===== src/rtl/sa_pkg.sv =====
// Shared types and sizing for the weight-stationary array sequencer.
package sa_pkg;
  localparam int N_DEF   = 4;
  localparam int M_W_DEF = 8;
  localparam int AW_DEF  = 8;

  typedef enum logic [2:0] {
    S_IDLE,
    S_CLR,
    S_LOADW,
    S_STREAM,
    S_DONE
  } state_e;

  // Deepest tap is the last column's output: a_rd_en delayed N+(N-1) cycles.
  function automatic int skew_depth(input int n);
    return 2 * n - 1;
  endfunction

  localparam int SKEW_D = skew_depth(N_DEF);
  localparam int K_W    = (N_DEF > 1) ? $clog2(N_DEF) : 1;
  localparam int T_W    = M_W_DEF + 1;
endpackage


===== src/rtl/ws_array_ctrl_if.sv =====
// Job control, SRAM read ports and array control/valid outputs of the sequencer.
interface ws_array_ctrl_if import sa_pkg::*; #(
  parameter int N   = N_DEF,
  parameter int M_W = M_W_DEF,
  parameter int AW  = AW_DEF
);
  logic             start;
  logic [M_W-1:0]   cfg_m;
  logic [AW-1:0]    cfg_w_base;
  logic [AW-1:0]    cfg_a_base;
  logic             busy;
  logic             done;
  logic             arr_clear;
  logic             arr_wload;
  logic             w_rd_en;
  logic [AW-1:0]    w_rd_addr;
  logic             a_rd_en;
  logic [AW-1:0]    a_rd_addr;
  logic [N-1:0]     a_row_en;
  logic [N-1:0]     out_col_vld;
  logic [N*M_W-1:0] out_vec_idx;

  modport master (
    output start, cfg_m, cfg_w_base, cfg_a_base,
    input  busy, done, arr_clear, arr_wload, w_rd_en, w_rd_addr,
           a_rd_en, a_rd_addr, a_row_en, out_col_vld, out_vec_idx
  );

  modport slave (
    input  start, cfg_m, cfg_w_base, cfg_a_base,
    output busy, done, arr_clear, arr_wload, w_rd_en, w_rd_addr,
           a_rd_en, a_rd_addr, a_row_en, out_col_vld, out_vec_idx
  );
endinterface


===== src/rtl/sa_valid_skew.sv =====
// Shift line carrying {valid, vector index}; stage 0 is the live input, stage s is
// that input delayed s cycles. Row enables tap stages 0..N-1, column results N..2N-1.
module sa_valid_skew import sa_pkg::*; #(
  parameter int N   = N_DEF,
  parameter int M_W = M_W_DEF
) (
  input  logic                    clk,
  input  logic                    rst,
  input  logic                    clr,
  input  logic                    in_vld,
  input  logic [M_W-1:0]          in_m,
  output logic [N-1:0]            row_en,
  output logic [N-1:0]            col_vld,
  output logic [N-1:0][M_W-1:0]   vec_idx
);
  localparam int SD = skew_depth(N);

  logic [SD:0]          vld_pipe;
  logic [SD:0][M_W-1:0] idx_pipe;
  logic [SD:1]          vld_q, vld_d;
  logic [SD:1][M_W-1:0] idx_q, idx_d;

  assign vld_pipe = {vld_q, in_vld};
  assign idx_pipe = {idx_q, in_m};

  // Advance one stage per cycle; an array clear also flushes anything in flight.
  always_comb begin
    vld_d = vld_pipe[SD-1:0];
    idx_d = idx_pipe[SD-1:0];
    if (clr) begin
      vld_d = '0;
      idx_d = '0;
    end
  end

  // Pipeline registers, emptied immediately on reset.
  always_ff @(posedge clk or posedge rst) begin
    if (rst) begin
      vld_q <= '0;
      idx_q <= '0;
    end else begin
      vld_q <= vld_d;
      idx_q <= idx_d;
    end
  end

  for (genvar i = 0; i < N; i++) begin : g_tap
    assign row_en[i]  = vld_pipe[i];
    assign col_vld[i] = vld_pipe[N+i];
    assign vec_idx[i] = idx_pipe[N+i];
  end
endmodule


===== src/rtl/ws_array_ctrl.sv =====
// Sequencer for the NxN weight-stationary array: clear, load weights, stream activations.
module ws_array_ctrl import sa_pkg::*; #(
  parameter int N   = N_DEF,
  parameter int M_W = M_W_DEF,
  parameter int AW  = AW_DEF
) (
  input  logic           clk,
  input  logic           rst,
  ws_array_ctrl_if.slave bus
);
  localparam int KW = (N > 1) ? $clog2(N) : 1;
  localparam int TW = M_W + 1;

  state_e         state_q, state_d;
  logic [KW-1:0]  k_q, k_d;
  logic [TW-1:0]  t_q, t_d;
  logic [M_W-1:0] m_q, m_d;
  logic [AW-1:0]  wb_q, wb_d, ab_q, ab_d;
  logic [TW-1:0]  t_last;

  logic           busy, done, clr, wload, w_en, a_en;
  logic [AW-1:0]  w_addr, a_addr;
  logic [M_W-1:0] a_m;
  logic [N-1:0][M_W-1:0] vec_idx;

  // Last STREAM cycle is when the final vector leaves the last column.
  assign t_last = TW'(m_q) + TW'(2 * N - 2);

  // Next state, counters, config latch and Moore outputs.
  always_comb begin
    state_d = state_q;
    k_d     = k_q;
    t_d     = t_q;
    m_d     = m_q;
    wb_d    = wb_q;
    ab_d    = ab_q;
    busy    = 1'b0;
    done    = 1'b0;
    clr     = 1'b0;
    wload   = 1'b0;
    w_en    = 1'b0;
    w_addr  = '0;
    a_en    = 1'b0;
    a_addr  = '0;
    a_m     = '0;
    case (state_q)
      S_IDLE: begin
        if (bus.start) begin
          m_d     = bus.cfg_m;
          wb_d    = bus.cfg_w_base;
          ab_d    = bus.cfg_a_base;
          state_d = S_CLR;
        end
      end
      S_CLR: begin
        busy    = 1'b1;
        clr     = 1'b1;
        k_d     = '0;
        state_d = S_LOADW;
      end
      S_LOADW: begin
        busy   = 1'b1;
        wload  = 1'b1;
        w_en   = 1'b1;
        // Bottom row goes in first; each cycle pushes the column chain down one row.
        w_addr = wb_q + AW'(N - 1) - AW'(k_q);
        if (k_q == KW'(N - 1)) begin
          t_d     = '0;
          state_d = (m_q != '0) ? S_STREAM : S_DONE;
        end else begin
          k_d = k_q + KW'(1);
        end
      end
      S_STREAM: begin
        busy = 1'b1;
        if (t_q < TW'(m_q)) begin
          a_en   = 1'b1;
          a_addr = ab_q + AW'(t_q);
          a_m    = t_q[M_W-1:0];
        end
        if (t_q == t_last) state_d = S_DONE;
        else               t_d     = t_q + TW'(1);
      end
      S_DONE: begin
        done    = 1'b1;
        state_d = S_IDLE;
      end
      default: state_d = S_IDLE;
    endcase
  end

  // State and job registers; reset abandons any job in progress.
  always_ff @(posedge clk or posedge rst) begin
    if (rst) begin
      state_q <= S_IDLE;
      k_q     <= '0;
      t_q     <= '0;
      m_q     <= '0;
      wb_q    <= '0;
      ab_q    <= '0;
    end else begin
      state_q <= state_d;
      k_q     <= k_d;
      t_q     <= t_d;
      m_q     <= m_d;
      wb_q    <= wb_d;
      ab_q    <= ab_d;
    end
  end

  sa_valid_skew #(.N(N), .M_W(M_W)) u_skew (
    .clk     (clk),
    .rst     (rst),
    .clr     (clr),
    .in_vld  (a_en),
    .in_m    (a_m),
    .row_en  (bus.a_row_en),
    .col_vld (bus.out_col_vld),
    .vec_idx (vec_idx)
  );

  assign bus.busy        = busy;
  assign bus.done        = done;
  assign bus.arr_clear   = clr;
  assign bus.arr_wload   = wload;
  assign bus.w_rd_en     = w_en;
  assign bus.w_rd_addr   = w_addr;
  assign bus.a_rd_en     = a_en;
  assign bus.a_rd_addr   = a_addr;
  assign bus.out_vec_idx = vec_idx;
endmodule


===== src/flat_wrapper.sv =====
// flat-port wrapper written by rule: the top's interface ports become plain ports
module ws_array_ctrl_flat import sa_pkg::*;
#(
  parameter int N   = N_DEF,
  parameter int M_W = M_W_DEF,
  parameter int AW  = AW_DEF
)
  (clk, rst, bus_start, bus_cfg_m, bus_cfg_w_base, bus_cfg_a_base, bus_busy, bus_done, bus_arr_clear, bus_arr_wload, bus_w_rd_en, bus_w_rd_addr, bus_a_rd_en, bus_a_rd_addr, bus_a_row_en, bus_out_col_vld, bus_out_vec_idx);
  ws_array_ctrl_if #(.N(N), .M_W(M_W), .AW(AW)) bus_i ();
  input  logic clk;
  input  logic rst;
  input wire logic [$bits(bus_i.start)-1:0] bus_start;
  input wire logic [$bits(bus_i.cfg_m)-1:0] bus_cfg_m;
  input wire logic [$bits(bus_i.cfg_w_base)-1:0] bus_cfg_w_base;
  input wire logic [$bits(bus_i.cfg_a_base)-1:0] bus_cfg_a_base;
  output wire logic [$bits(bus_i.busy)-1:0] bus_busy;
  output wire logic [$bits(bus_i.done)-1:0] bus_done;
  output wire logic [$bits(bus_i.arr_clear)-1:0] bus_arr_clear;
  output wire logic [$bits(bus_i.arr_wload)-1:0] bus_arr_wload;
  output wire logic [$bits(bus_i.w_rd_en)-1:0] bus_w_rd_en;
  output wire logic [$bits(bus_i.w_rd_addr)-1:0] bus_w_rd_addr;
  output wire logic [$bits(bus_i.a_rd_en)-1:0] bus_a_rd_en;
  output wire logic [$bits(bus_i.a_rd_addr)-1:0] bus_a_rd_addr;
  output wire logic [$bits(bus_i.a_row_en)-1:0] bus_a_row_en;
  output wire logic [$bits(bus_i.out_col_vld)-1:0] bus_out_col_vld;
  output wire logic [$bits(bus_i.out_vec_idx)-1:0] bus_out_vec_idx;
  assign bus_i.start = bus_start;
  assign bus_i.cfg_m = bus_cfg_m;
  assign bus_i.cfg_w_base = bus_cfg_w_base;
  assign bus_i.cfg_a_base = bus_cfg_a_base;
  assign bus_busy = bus_i.busy;
  assign bus_done = bus_i.done;
  assign bus_arr_clear = bus_i.arr_clear;
  assign bus_arr_wload = bus_i.arr_wload;
  assign bus_w_rd_en = bus_i.w_rd_en;
  assign bus_w_rd_addr = bus_i.w_rd_addr;
  assign bus_a_rd_en = bus_i.a_rd_en;
  assign bus_a_rd_addr = bus_i.a_rd_addr;
  assign bus_a_row_en = bus_i.a_row_en;
  assign bus_out_col_vld = bus_i.out_col_vld;
  assign bus_out_vec_idx = bus_i.out_vec_idx;
  ws_array_ctrl #(.N(N), .M_W(M_W), .AW(AW)) u_core (.clk(clk), .rst(rst), .bus(bus_i));
endmodule

===== config.mk =====
export PLATFORM = sky130hd
export DESIGN_NAME = ws_array_ctrl_flat
export DESIGN_NICKNAME = d
export VERILOG_FILES = /design/src/rtl/sa_pkg.sv /design/src/rtl/ws_array_ctrl_if.sv /design/src/rtl/sa_valid_skew.sv /design/src/rtl/ws_array_ctrl.sv /design/src/flat_wrapper.sv
export SDC_FILE = /design/constraint.sdc
export NUM_CORES = 1
export LEC_CHECK = 0
export BUFFER_PORTS_ARGS = -buffer_cell sky130_fd_sc_hd__buf_2
export CORE_MARGIN = 2
export CORE_UTILIZATION = 55
export CTS_BUF_LIST = sky130_fd_sc_hd__clkbuf_8
export DETAILED_ROUTE_END_ITERATION = 8
export HOLD_SLACK_MARGIN = 0.03
export PLACE_DENSITY = 0.79
export SYNTH_ARGS = -nofsm -noshare
export SYNTH_HDL_FRONTEND = slang
export SYNTH_SLANG_ARGS = --single-unit

===== constraint.sdc =====
create_clock -name clk -period 6 [get_ports clk]
set_input_delay 1.2 -clock clk [delete_from_list [all_inputs] [get_ports clk]]
set_output_delay 1.2 -clock clk [all_outputs]
set_load 0.02 [all_outputs]

==> results of run 1 <==
[area by class of cell]
| cell class | count | area [um2] | area share |
|---|---|---|---|
| sequential | 101 | 2530 | 0.453 |
| multi-input combinational | 298 | 2160 | 0.387 |
| timing repair buffer | 91 | 463 | 0.0829 |
| tap | 111 | 139 | 0.0249 |
| clock buffer | 9 | 124 | 0.0222 |
| clock inverter | 7 | 91.3 | 0.0164 |
| inverter | 21 | 81.3 | 0.0146 |
[registers in the layout, summed over array words and instances, names as in the netlist]
signal	flops
u_core.u_skew.vec_idx	32
u_core.t_q	9
u_core.u_skew.idx_pipe	24
u_core.ab_q	8
u_core.u_skew.vld_q	7
u_core.state_q	3
u_core.wb_q	8
u_core.m_q	8
u_core.k_q	2
[routing by layer]
layer,global-route usage,share of wire,up-vias
met5,0,0,-
met4,0.0632,0.016,0
met3,0.0541,0.053,16
met2,0.328,0.49,92
met1,0.254,0.44,1684
li1,-,-,1657
[synth_stat cells, drive strengths merged, types with 3 or more instances]
| master | n | area share |
|---|---|---|
| dfrtp | 101 | 0.49 |
| nor2b | 55 | 0.067 |
| buf | 46 | 0.065 |
| nand2 | 33 | 0.025 |
| ha | 27 | 0.066 |
| o21ai | 23 | 0.025 |
| inv | 21 | 0.015 |
| nor2 | 17 | 0.012 |
| nor3 | 15 | 0.016 |
| mux2 | 14 | 0.031 |
| nor3b | 14 | 0.021 |
| nand3 | 13 | 0.013 |
| xnor2 | 13 | 0.022 |
| clkbuf | 12 | 0.0088 |
| a21oi | 9 | 0.0088 |
| xor2 | 7 | 0.012 |
| a31oi | 5 | 0.0090 |
| and2 | 5 | 0.0061 |
| a211oi | 4 | 0.0068 |
| and3 | 4 | 0.0049 |
| o31a | 4 | 0.0068 |
| or2 | 4 | 0.0049 |
| o211ai | 3 | 0.0044 |
| o21a | 3 | 0.0044 |
| o21bai | 3 | 0.0044 |
| or3 | 3 | 0.0037 |
[critical path: stages (launching register included)]
cell	delay, ps
dfrtp_1	410
inv_1	100
ha_1	300
nor2b_1	160
o21a_1	130
o21a_1	100
o211ai_1	80
a21oi_1	1070
nor3_1	150
buf_2	220
[logic make-up after synthesis]
kind of cell | count (synthesis) | share of synthesized area
compound gates | 65 | 0.0942
xor+xnor | 20 | 0.0342
fa+ha+maj | 29 | 0.0737
buf+inv | 79 | 0.0888
flops | 101 | 0.493
mux | 16 | 0.0347
simple gates | 168 | 0.182
[cells in the final DEF, fill, tap and decap left out, types with 3 or more instances in the layout]
cell type | synthesis | final
a211oi_1 | 3 | 3
a21oi_1 | 9 | 9
a31oi_1 | 4 | 4
and2_1 | 5 | 5
and3_1 | 4 | 4
buf_2 | 7 | 88
buf_4 | 36 | 3
clkbuf_8 | 0 | 9
clkinv_8 | 0 | 3
dfrtp_1 | 101 | 101
ha_1 | 27 | 27
inv_1 | 21 | 20
inv_8 | 0 | 3
mux2_2 | 14 | 14
nand2_1 | 32 | 32
nand3_1 | 13 | 13
nor2_1 | 17 | 17
nor2b_1 | 55 | 55
nor3_1 | 14 | 14
nor3b_1 | 13 | 12
o211ai_1 | 3 | 3
o21a_1 | 3 | 3
o21ai_0 | 21 | 21
o21bai_1 | 3 | 3
o31a_1 | 4 | 4
or2_2 | 3 | 3
or3_1 | 3 | 3
xnor2_1 | 13 | 13
xor2_1 | 7 | 7
[worst max-delay path by stage]
| stage | end | startpoint | cells after the start |
|---|---|---|---|
| 6_report | bus_a_rd_addr[6] | u_core.m_q[1]$_DFFE_PP0P_ | 9 |
| 5_1_grt | bus_a_rd_addr[7] | u_core.m_q[1]$_DFFE_PP0P_ | 9 |
| 4_1_cts | bus_a_rd_addr[6] | u_core.t_q[1]$_DFFE_PP0P_ | 8 |
| 3_5_place_dp | bus_a_rd_addr[6] | u_core.t_q[1]$_DFFE_PP0P_ | 8 |
| 3_3_place_gp | bus_a_rd_addr[7] | u_core.t_q[1]$_DFFE_PP0P_ | 8 |
| 2_1_floorplan | u_core.ab_q[0]$_DFFE_PP0P_ | rst | 1 |
[power by group]
part / internal, W / switching, W
Clock: 0.000171 / 0.000276
Sequential: 0.000850 / 0.000161
Combinational: 0.000548 / 0.000816
[metrics by stage]
stage / instances / cell area, um2 / power, W / worst slack [ps] / util
floorplan: 478 / 5130 / 0.00208 / 2150 / -
global placement: 622 / 5370 / 0.00232 / 2400 / 0.587
detailed placement: 622 / 5370 / 0.00238 / 2200 / 0.587
CTS: 638 / 5580 / 0.00284 / 1780 / 0.610
global route: 638 / 5580 / 0.00303 / 1550 / 0.610
finish: 638 / 5580 / 0.00282 / 1690 / 0.610
==> summary.txt, run 1 <==
Critical path
  • WS Path Type: reg2out
  • Req. time, crit path: about 4800 ps
  • R2r startpoint: u_core.m_q[1]$_DFFE_PP0P_
  • Crit path DAT: approximately 3100 ps
  • Reg2reg setup slack: 3230 ps
  • Worst Setup End Kind: output pin
  • CP Launch Type: flip-flop
  • Reg-to-reg endpoint: u_core.u_skew.idx_pipe[9]$_DFF_PP0_
  • CP max FO: 18
  • Worst r2r path cells: 8

Floorplanning
  • Die height: ~100 um
  • Cell row count: 35
  • Core ar.: around 9200 um2
  • Boundary pin count: 89
  • Starting density of the core: 0.560
  • Die width: between 100 and 150 um
  • DIE AREA: between 10,000 and 15,000 um2

CTS
  • Clock root buffer: clkbuf_8
  • CTS sink count: 101
  • TritonCTS clock tree: yes
  • Hold buffer count at cts: 0
  • Worst-path clk slew: roughly 110 ps
  • Cts repair resizes: 0
  • Post-CTS setup buffers: 0
  • Clock Tree Buf Depth: 2
  • CTS Buf Count: 9
  • H-tree Lvls: 3
  • Worst-Skew Late Latency: roughly 380 ps

Routing
  • Routed Antenna Nets: 0
  • Iteration-0 DRC Markers: 221
  • Vias: around 3,400
  • Final routed DRC violation total: 0
  • Routed WL: 9580 um
  • Routed len/inst: 15.0 um
  • Vias per inst: about 5.4
  • DRT Pass-1 Iters: 4

Hold path
  • Hold-critical path depth: 1
  • Hold endpoint: u_core.u_skew.vec_idx[0]$_DFF_PP0_
  • Hold Startpoint: u_core.u_skew.idx_pipe[24]$_DFF_PP0_
  • Worst min path class: reg2reg

Placement
  • DP Wirelength: approximately 6600 um
  • IO Port Bufs: just under 90
  • Routability cong.: between 0.8 and 0.9

Logic synthesis
  • Yosys reg bits: between 100 and 150
  • Gate Count Post-Synth: about 480
  • Sequential element share of the synthesized area: 0.493
  • Avg Cell Area, Syn: between 10 and 15 um2
  • Async S/R FF share, synth: 1.00
  • Cell Area, Synth: approximately 5100 um2
  • Ys Warns: 0
  • Primary FF master, synth: dfrtp_1
  • Syn nets: 534
  • Number of distinct library cells after synthesis: 51
  • Post-synth EDFFs: 0

Timing
  • Final setup vio count: 0
  • Worst hold slack: approximately 470 ps
  • Unrepaired setup endpoints after global routing: no
  • Post-layout min period: between 4000 and 5000 ps
  • Slew Viols, Final: 0
  • Worst slew pin tran: 1410 ps
  • Max Fclk: around 230 MHz
  • Setup_tns: 0 ps
  • Hold Vio Cnt, Final: 0
  • Final period utilization: 0.718
  • Worst clock skew: 9.15 ps
  • Worst slew margin: 0.0598

Power and ir drop
  • Max rail drop VDD: ~0.33 mV
  • Leakage power: between 2 and 3 nW
  • Pwr dens: around 510 nW/um2

Final layout
  • Fill cell count: 755
  • Area growth from synthesis to layout: 8.91%
  • Final nets: approximately 580
  • Antenna diode count: 0
  • Share of cells above drive strength 1: 0.258

GRT
  • Initial antenna violation count: 0
  • Largest net degree at the start of global routing: 57
  • Total gr overflow: 0
  • GRT Util Overall: 0.198
  • First-pass GRT wire length: 15,600 um
  • Number of global-route vias before repair: ~3,400

Job
  • Max-Cap Viols: 0

Outcome
  • Status: finished, final reports clean
Note: power is estimated with default switching activity, not from simulation.
==> run 2, diff against run 1 <==
==> constraint.sdc (replaced) <==
create_clock -name clk -period 4.47 [get_ports clk]
set_input_delay 0.894 -clock clk [delete_from_list [all_inputs] [get_ports clk]]
set_output_delay 0.894 -clock clk [all_outputs]
set_load 0.02 [all_outputs]
==> run 2 against run 1 <==
Total power increased by 34%. Utilization about the same. Combinational power increased by 35%. Final cell count increased by 0.16%. Clock power increased by 31%. Largest power group unchanged.
==> summary.txt, run 2 (synthesis gave the netlist of run 1 again) <==
Timing
  • Worst slew pin tran: 925 ps (-485 ps)
  • Unrepaired setup endpoints after global routing: no
  • Final period utilization: 0.813
  • Max Fclk: between 200 and 300 MHz
  • Worst slew margin: 0.383 (+0.324)
  • Final setup vio count: 0 (unchanged)
  • Post-layout min period: roughly 3600 ps
  • Hold Vio Cnt, Final: 0 (unchanged)
  • Setup_tns: 0 ps (unchanged)
  • Slew Viols, Final: 0 (unchanged)
  • Worst clock skew: 13.1 ps (+3.92 ps)
  • Worst hold slack: 457 ps (-8.83 ps)

GRT
  • Number of global-route vias before repair: 3,331 (-0.98%)
  • Total gr overflow: 0 (unchanged)
  • Largest net degree at the start of global routing: 78 (+37%)
  • First-pass GRT wire length: 15,300 um (-2.3%)
  • GRT Util Overall: 0.191 (-0.00668)
  • Initial antenna violation count: 0 (unchanged)

Final layout
  • Final nets: 579 (+0.17%)
  • Most common cell after layout, fill and taps aside: dfrtp_1
  • FF+latch area: 2530 um2 (unchanged)
  • Fill cell count: 749 (-0.79%)
  • Final std cells w/o fill: 639 (+0.16%)
  • Largest register FFs: 32 (unchanged)
  • Antenna diode count: 0 (unchanged)
  • Finished Core Util: 0.610 (about the same)
  • Area growth from synthesis to layout: 8.96% (about the same)
  • Leading cell types in the layout, fill and taps excluded: dfrtp_1, buf_2, nor2b_1
  • Area occupied by multi-input gates: 2160 um2 (unchanged)
  • Share of cells above drive strength 1: 0.259 (+0.00141)

Power and ir drop
  • Pwr dens: 674 nW/um2 (+33%)
  • Leakage power: 2.84 nW (about the same)
  • Clock network fraction of total power: 0.155 (-0.003)
  • Sw frac: 0.441 (-0.00317)
  • NetSw: 0.00166 W (+33%)
  • Int Power: 0.00211 W (+34%)
  • Max rail drop VDD: 0.399 mV (+20%)
  • Comb pwr share: 0.485 (about the same)
  • Reg power frac: 0.360 (+0.002)

Critical path
  • CP max FO: 2 (-16)
  • Req. time, crit path: 3580 ps (-1220 ps)
  • Reg2reg setup slack: 2070 ps (-1160 ps)
  • WS Path Type: reg2out
  • Crit path DAT: 2740 ps (-370 ps)
  • Worst Setup End Kind: output pin
  • CP Launch Type: flip-flop

Floorplanning
  • Boundary pin count: 89 (unchanged)
  • Starting density of the core: 0.560 (unchanged)
  • Die height: 101 um (unchanged)
  • Die width: 101 um (unchanged)
  • DIE AREA: 10,100 um2 (unchanged)
  • Cell row count: 35 (unchanged)
  • Core ar.: 9150 um2 (unchanged)

Job
  • Max-Cap Viols: 0 (unchanged)

Routing
  • Routed Antenna Nets: 0 (unchanged)
  • Final routed DRC violation total: 0 (unchanged)
  • Vias: 3,502 (+1.5%)
  • Routed len/inst: 14.3 um (-5.1%)
  • Routed WL: 9110 um (-4.9%)
  • DRT Pass-1 Iters: 4 (unchanged)
  • Iteration-0 DRC Markers: 188 (-15%)
  • Vias per inst: 5.48 (+1.4%)

Placement
  • DP Wirelength: 6370 um (-4.1%)
  • Routability cong.: 0.795 (-9.4%)
  • IO Port Bufs: 88 (unchanged)
  • Dpl cells: 623 (+0.16%)

CTS
  • TritonCTS clock tree: yes
  • Clock Tree Buf Depth: 2 (unchanged)
  • Cts repair resizes: 0 (unchanged)
  • Hold buffer count at cts: 0 (unchanged)
  • Clock root buffer: clkbuf_8
  • H-tree Lvls: 3 (unchanged)
  • CTS sink count: 101 (unchanged)
  • Worst-Skew Late Latency: 380 ps (about the same)
  • Post-CTS setup buffers: 0 (unchanged)
  • CTS Buf Count: 9 (unchanged)
  • Worst-path clk slew: 110 ps (about the same)

Outcome
  • Status: finished, final reports clean

Hold path
  • Worst min path class: reg2reg
-- run 2: changes by cell type in the layout (fill, tap and decap cells not counted), sizes merged --
| cell | delta |
|---|---|
| buf | +1 |
-- run 2: routing by layer --
metal  routed length [um]  track usage
met5                    0            0
met4                  168       0.0896
met2                 4500        0.329
met1                 3980        0.236
met3                  464       0.0305
-- run 2: power groups by stage --
stage / sequential, W / clock, W / combinational (W)
2_1_floorplan: 0.00132 / 0 / 0.00147
3_3_place_gp: 0.00136 / 0 / 0.00175
3_5_place_dp: 0.00137 / 0 / 0.00182
4_1_cts: 0.00135 / 0.000605 / 0.00184
5_1_grt: 0.00139 / 0.000641 / 0.00203
6_report: 0.00136 / 0.000583 / 0.00183
-- run 2: layout make-up --
cell class	count	share of cell area
sequential	101	0.452
inverter	21	0.0146
multi-input combinational	298	0.386
tap	111	0.0249
clock inverter	7	0.0155
clock buffer	9	0.0222
timing repair buffer	92	0.0842
-- run 2: metrics by stage --
| stage | instance area, um2 | worst slack, ps | power, W |
|---|---|---|---|
| floorplan | 5130 | 929 | 0.00279 |
| global placement | 5380 | 1370 | 0.00311 |
| detailed placement | 5380 | 1260 | 0.00320 |
| CTS | 5590 | 831 | 0.00380 |
| global route | 5590 | 731 | 0.00406 |
| finish | 5590 | 835 | 0.00377 |
-- run 2: path summary, 6_finish.rpt --
kind                                                       from                                   end  cells after the start
min                        u_core.u_skew.idx_pipe[25]$_DFF_PP0_    u_core.u_skew.vec_idx[1]$_DFF_PP0_                      1
min in group asynchronous                                   rst            u_core.wb_q[2]$_DFFE_PP0P_                      2
max in group asynchronous                                   rst  u_core.u_skew.idx_pipe[22]$_DFF_PP0_                      3
max                                   u_core.k_q[1]$_DFFE_PP0P_                      bus_w_rd_addr[7]                     10
min reg2reg                u_core.u_skew.idx_pipe[25]$_DFF_PP0_    u_core.u_skew.vec_idx[1]$_DFF_PP0_                      1
max reg2reg                           u_core.m_q[1]$_DFFE_PP0P_             u_core.t_q[0]$_DFFE_PP0P_                      7
-- run 2: critical path, cell delays in order, from the launching register on --
cell	delay, ps
dfrtp_1	400
inv_1	80
ha_1	240
ha_1	240
fa_1	400
a211oi_1	380
o21bai_1	110
a21oi_1	180
xnor2_1	130
nor2_1	50
buf_2	150
==> run 3, diff against run 2 <==
==> constraint.sdc (replaced) <==
create_clock -name clk -period 3.6 [get_ports clk]
set_input_delay 0.72 -clock clk [delete_from_list [all_inputs] [get_ports clk]]
set_output_delay 0.72 -clock clk [all_outputs]
set_load 0.02 [all_outputs]
==> run 3 against run 2 <==
Sequential share of layout area down 0.061 points. Non-clock buffer count is 1 higher. Via count fell by 2.2%. Clock power rose by 23%. Sequential cell count unchanged. Largest cell class unchanged.
==> summary.txt, run 3 (synthesis gave the netlist of run 1 again) <==
Final layout
  • Largest register FFs: 32 (unchanged)
  • Leading cell types in the layout, fill and taps excluded: dfrtp_1, buf_2, nor2b_1
  • Finished Core Util: 0.611 (+0.000820)
  • Share of cells above drive strength 1: 0.261 (+0.00140)
  • Antenna diode count: 0 (unchanged)
  • Area growth from synthesis to layout: 9.10%
  • Final std cells w/o fill: 640 (+0.16%)
  • Fill cell count: 734 (-2.0%)
  • Most common cell after layout, fill and taps aside: dfrtp_1
  • Final nets: 580 (+0.17%)

Hold path
  • Worst min path class: reg2reg
  • Hold endpoint: u_core.u_skew.vec_idx[2]$_DFF_PP0_
  • Hold Startpoint: u_core.u_skew.idx_pipe[26]$_DFF_PP0_
  • Hold-critical path depth: 1 (unchanged)

Placement
  • IO Port Bufs: 88 (unchanged)
  • DP Wirelength: 6310 um (-0.89%)
  • Routability cong.: 0.822 (+3.4%)
  • Dpl cells: 624 (+0.16%)

CTS
  • Hold buffer count at cts: 0 (unchanged)
  • H-tree Lvls: 3 (unchanged)
  • CTS Buf Count: 9 (unchanged)
  • Worst-Skew Late Latency: 370 ps (about the same)
  • Clock Tree Buf Depth: 2 (unchanged)
  • CTS sink count: 101 (unchanged)
  • Clock root buffer: clkbuf_8
  • Post-CTS setup buffers: 0 (unchanged)
  • Cts repair resizes: 0 (unchanged)
  • Worst-path clk slew: 110 ps (about the same)
  • TritonCTS clock tree: yes

Power and ir drop
  • Max rail drop VDD: 0.483 mV (+21%)
  • Leakage power: 2.85 nW (+0.17%)
  • Pwr dens: 832 nW/um2 (+23%)

GRT
  • First-pass GRT wire length: 15,000 um (-1.8%)
  • Total gr overflow: 0 (unchanged)
  • Initial antenna violation count: 0 (unchanged)
  • Largest net degree at the start of global routing: 61 (-22%)
  • Number of global-route vias before repair: 3,235 (-2.9%)
  • GRT Util Overall: 0.188 (-0.00346)

Timing
  • Max Fclk: 294 MHz
  • Slew Viols, Final: 0 (unchanged)
  • Post-layout min period: roughly 3400 ps
  • Hold Vio Cnt, Final: 0 (unchanged)
  • Worst slew margin: 0.516 (+0.133)
  • Setup_tns: 0 ps (unchanged)
  • Worst clock skew: 13.8 ps (+0.689 ps)
  • Worst hold slack: 456 ps (-1.22 ps)
  • Worst slew pin tran: 726 ps (-199 ps)
  • Final period utilization: 0.944
  • Final setup vio count: 0 (unchanged)
  • Unrepaired setup endpoints after global routing: no

Floorplanning
  • Cell row count: 35 (unchanged)
  • Core ar.: 9150 um2 (unchanged)
  • DIE AREA: 10,100 um2 (unchanged)
  • Die height: 101 um (unchanged)
  • Starting density of the core: 0.560 (unchanged)
  • Boundary pin count: 89 (unchanged)
  • Die width: 101 um (unchanged)

Routing
  • Routed Antenna Nets: 0 (unchanged)
  • Routed len/inst: 14.0 um (-1.9%)
  • Iteration-0 DRC Markers: 109 (-42%)
  • Vias: 3,426 (-2.2%)
  • Final routed DRC violation total: 0 (unchanged)
  • Vias per inst: 5.35 (-2.3%)
  • Routed WL: 8950 um (-1.7%)
  • DRT Pass-1 Iters: 4 (unchanged)

Critical path
  • Reg2reg setup slack: 1170 ps (-900 ps)
  • WS Path Type: reg2out
  • Reg-to-reg endpoint: u_core.t_q[1]$_DFFE_PP0P_
  • CP Launch Type: flip-flop
  • Req. time, crit path: 2880 ps (-700 ps)
  • Worst r2r path cells: 7 (unchanged)
  • Worst Setup End Kind: output pin
  • CP max FO: 2 (unchanged)
  • Crit path DAT: 2680 ps (-60 ps)
  • R2r startpoint: u_core.m_q[1]$_DFFE_PP0P_

Outcome
  • Status: finished, final reports clean

Job
  • Max-Cap Viols: 0 (unchanged)
-- run 3: changes by cell type in the layout (fill, tap and decap cells not counted), sizes merged --
cell	change
buf	+1
-- run 3: layer usage --
metal | track usage | vias up | part of all wire
li1 | - | 1663 | -
met2 | 0.315 | 76 | 0.49
met1 | 0.245 | 1676 | 0.46
met3 | 0.0430 | 11 | 0.047
met5 | 0 | - | 0
met4 | 0.0548 | 0 | 0.011
-- run 3: worst max-delay path: stages, from the launching register on --
cell	delay (ps)
dfrtp_1	400
inv_1	90
ha_1	240
ha_1	230
fa_1	410
a211oi_1	330
o21bai_1	100
a21oi_1	180
xnor2_1	130
nor2_1	50
buf_2	150
-- run 3: cell type report --
type / count / area [um2] / share of cell area
clock buffers: 9 / 124 / 0.0221
clock inverters: 7 / 86.3 / 0.0154
inverters: 21 / 81.3 / 0.0145
multi-input cells: 298 / 2160 / 0.386
flip-flops and latches: 101 / 2530 / 0.452
well taps: 111 / 139 / 0.0248
repair buffers: 93 / 478 / 0.0854
-- run 3: power breakdown --
group	total (W)	switching [W]	internal, W	leakage, nW
sequential	0.00168	0.000265	0.00142	1.34
clock	0.000717	0.000438	0.000280	0.105
combinational	0.00225	0.00134	0.000916	1.40
total	0.00465	0.00204	0.00261	2.85
-- run 3: how the worst max path moves through the flow --
stage	start	to	slack, ps	cells past startpoint
CTS	u_core.k_q[1]$_DFFE_PP0P_	bus_w_rd_addr[7]	180	10
detailed placement	u_core.k_q[1]$_DFFE_PP0P_	bus_w_rd_addr[7]	610	10
floorplan	rst	u_core.ab_q[0]$_DFFE_PP0P_	230	1
global placement	u_core.k_q[1]$_DFFE_PP0P_	bus_w_rd_addr[7]	670	10
finish	u_core.k_q[1]$_DFFE_PP0P_	bus_w_rd_addr[7]	200	10
global route	u_core.k_q[1]$_DFFE_PP0P_	bus_w_rd_addr[7]	40	10
-- run 3: through the flow --
step                instance area [um2]  setup WS, ps  total power, W
floorplan                          5130           233         0.00346
global placement                   5380           672         0.00386
detailed placement                 5380           606         0.00396
CTS                                5590           183         0.00469
global route                       5590          36.5         0.00502
finish                             5590           202         0.00465
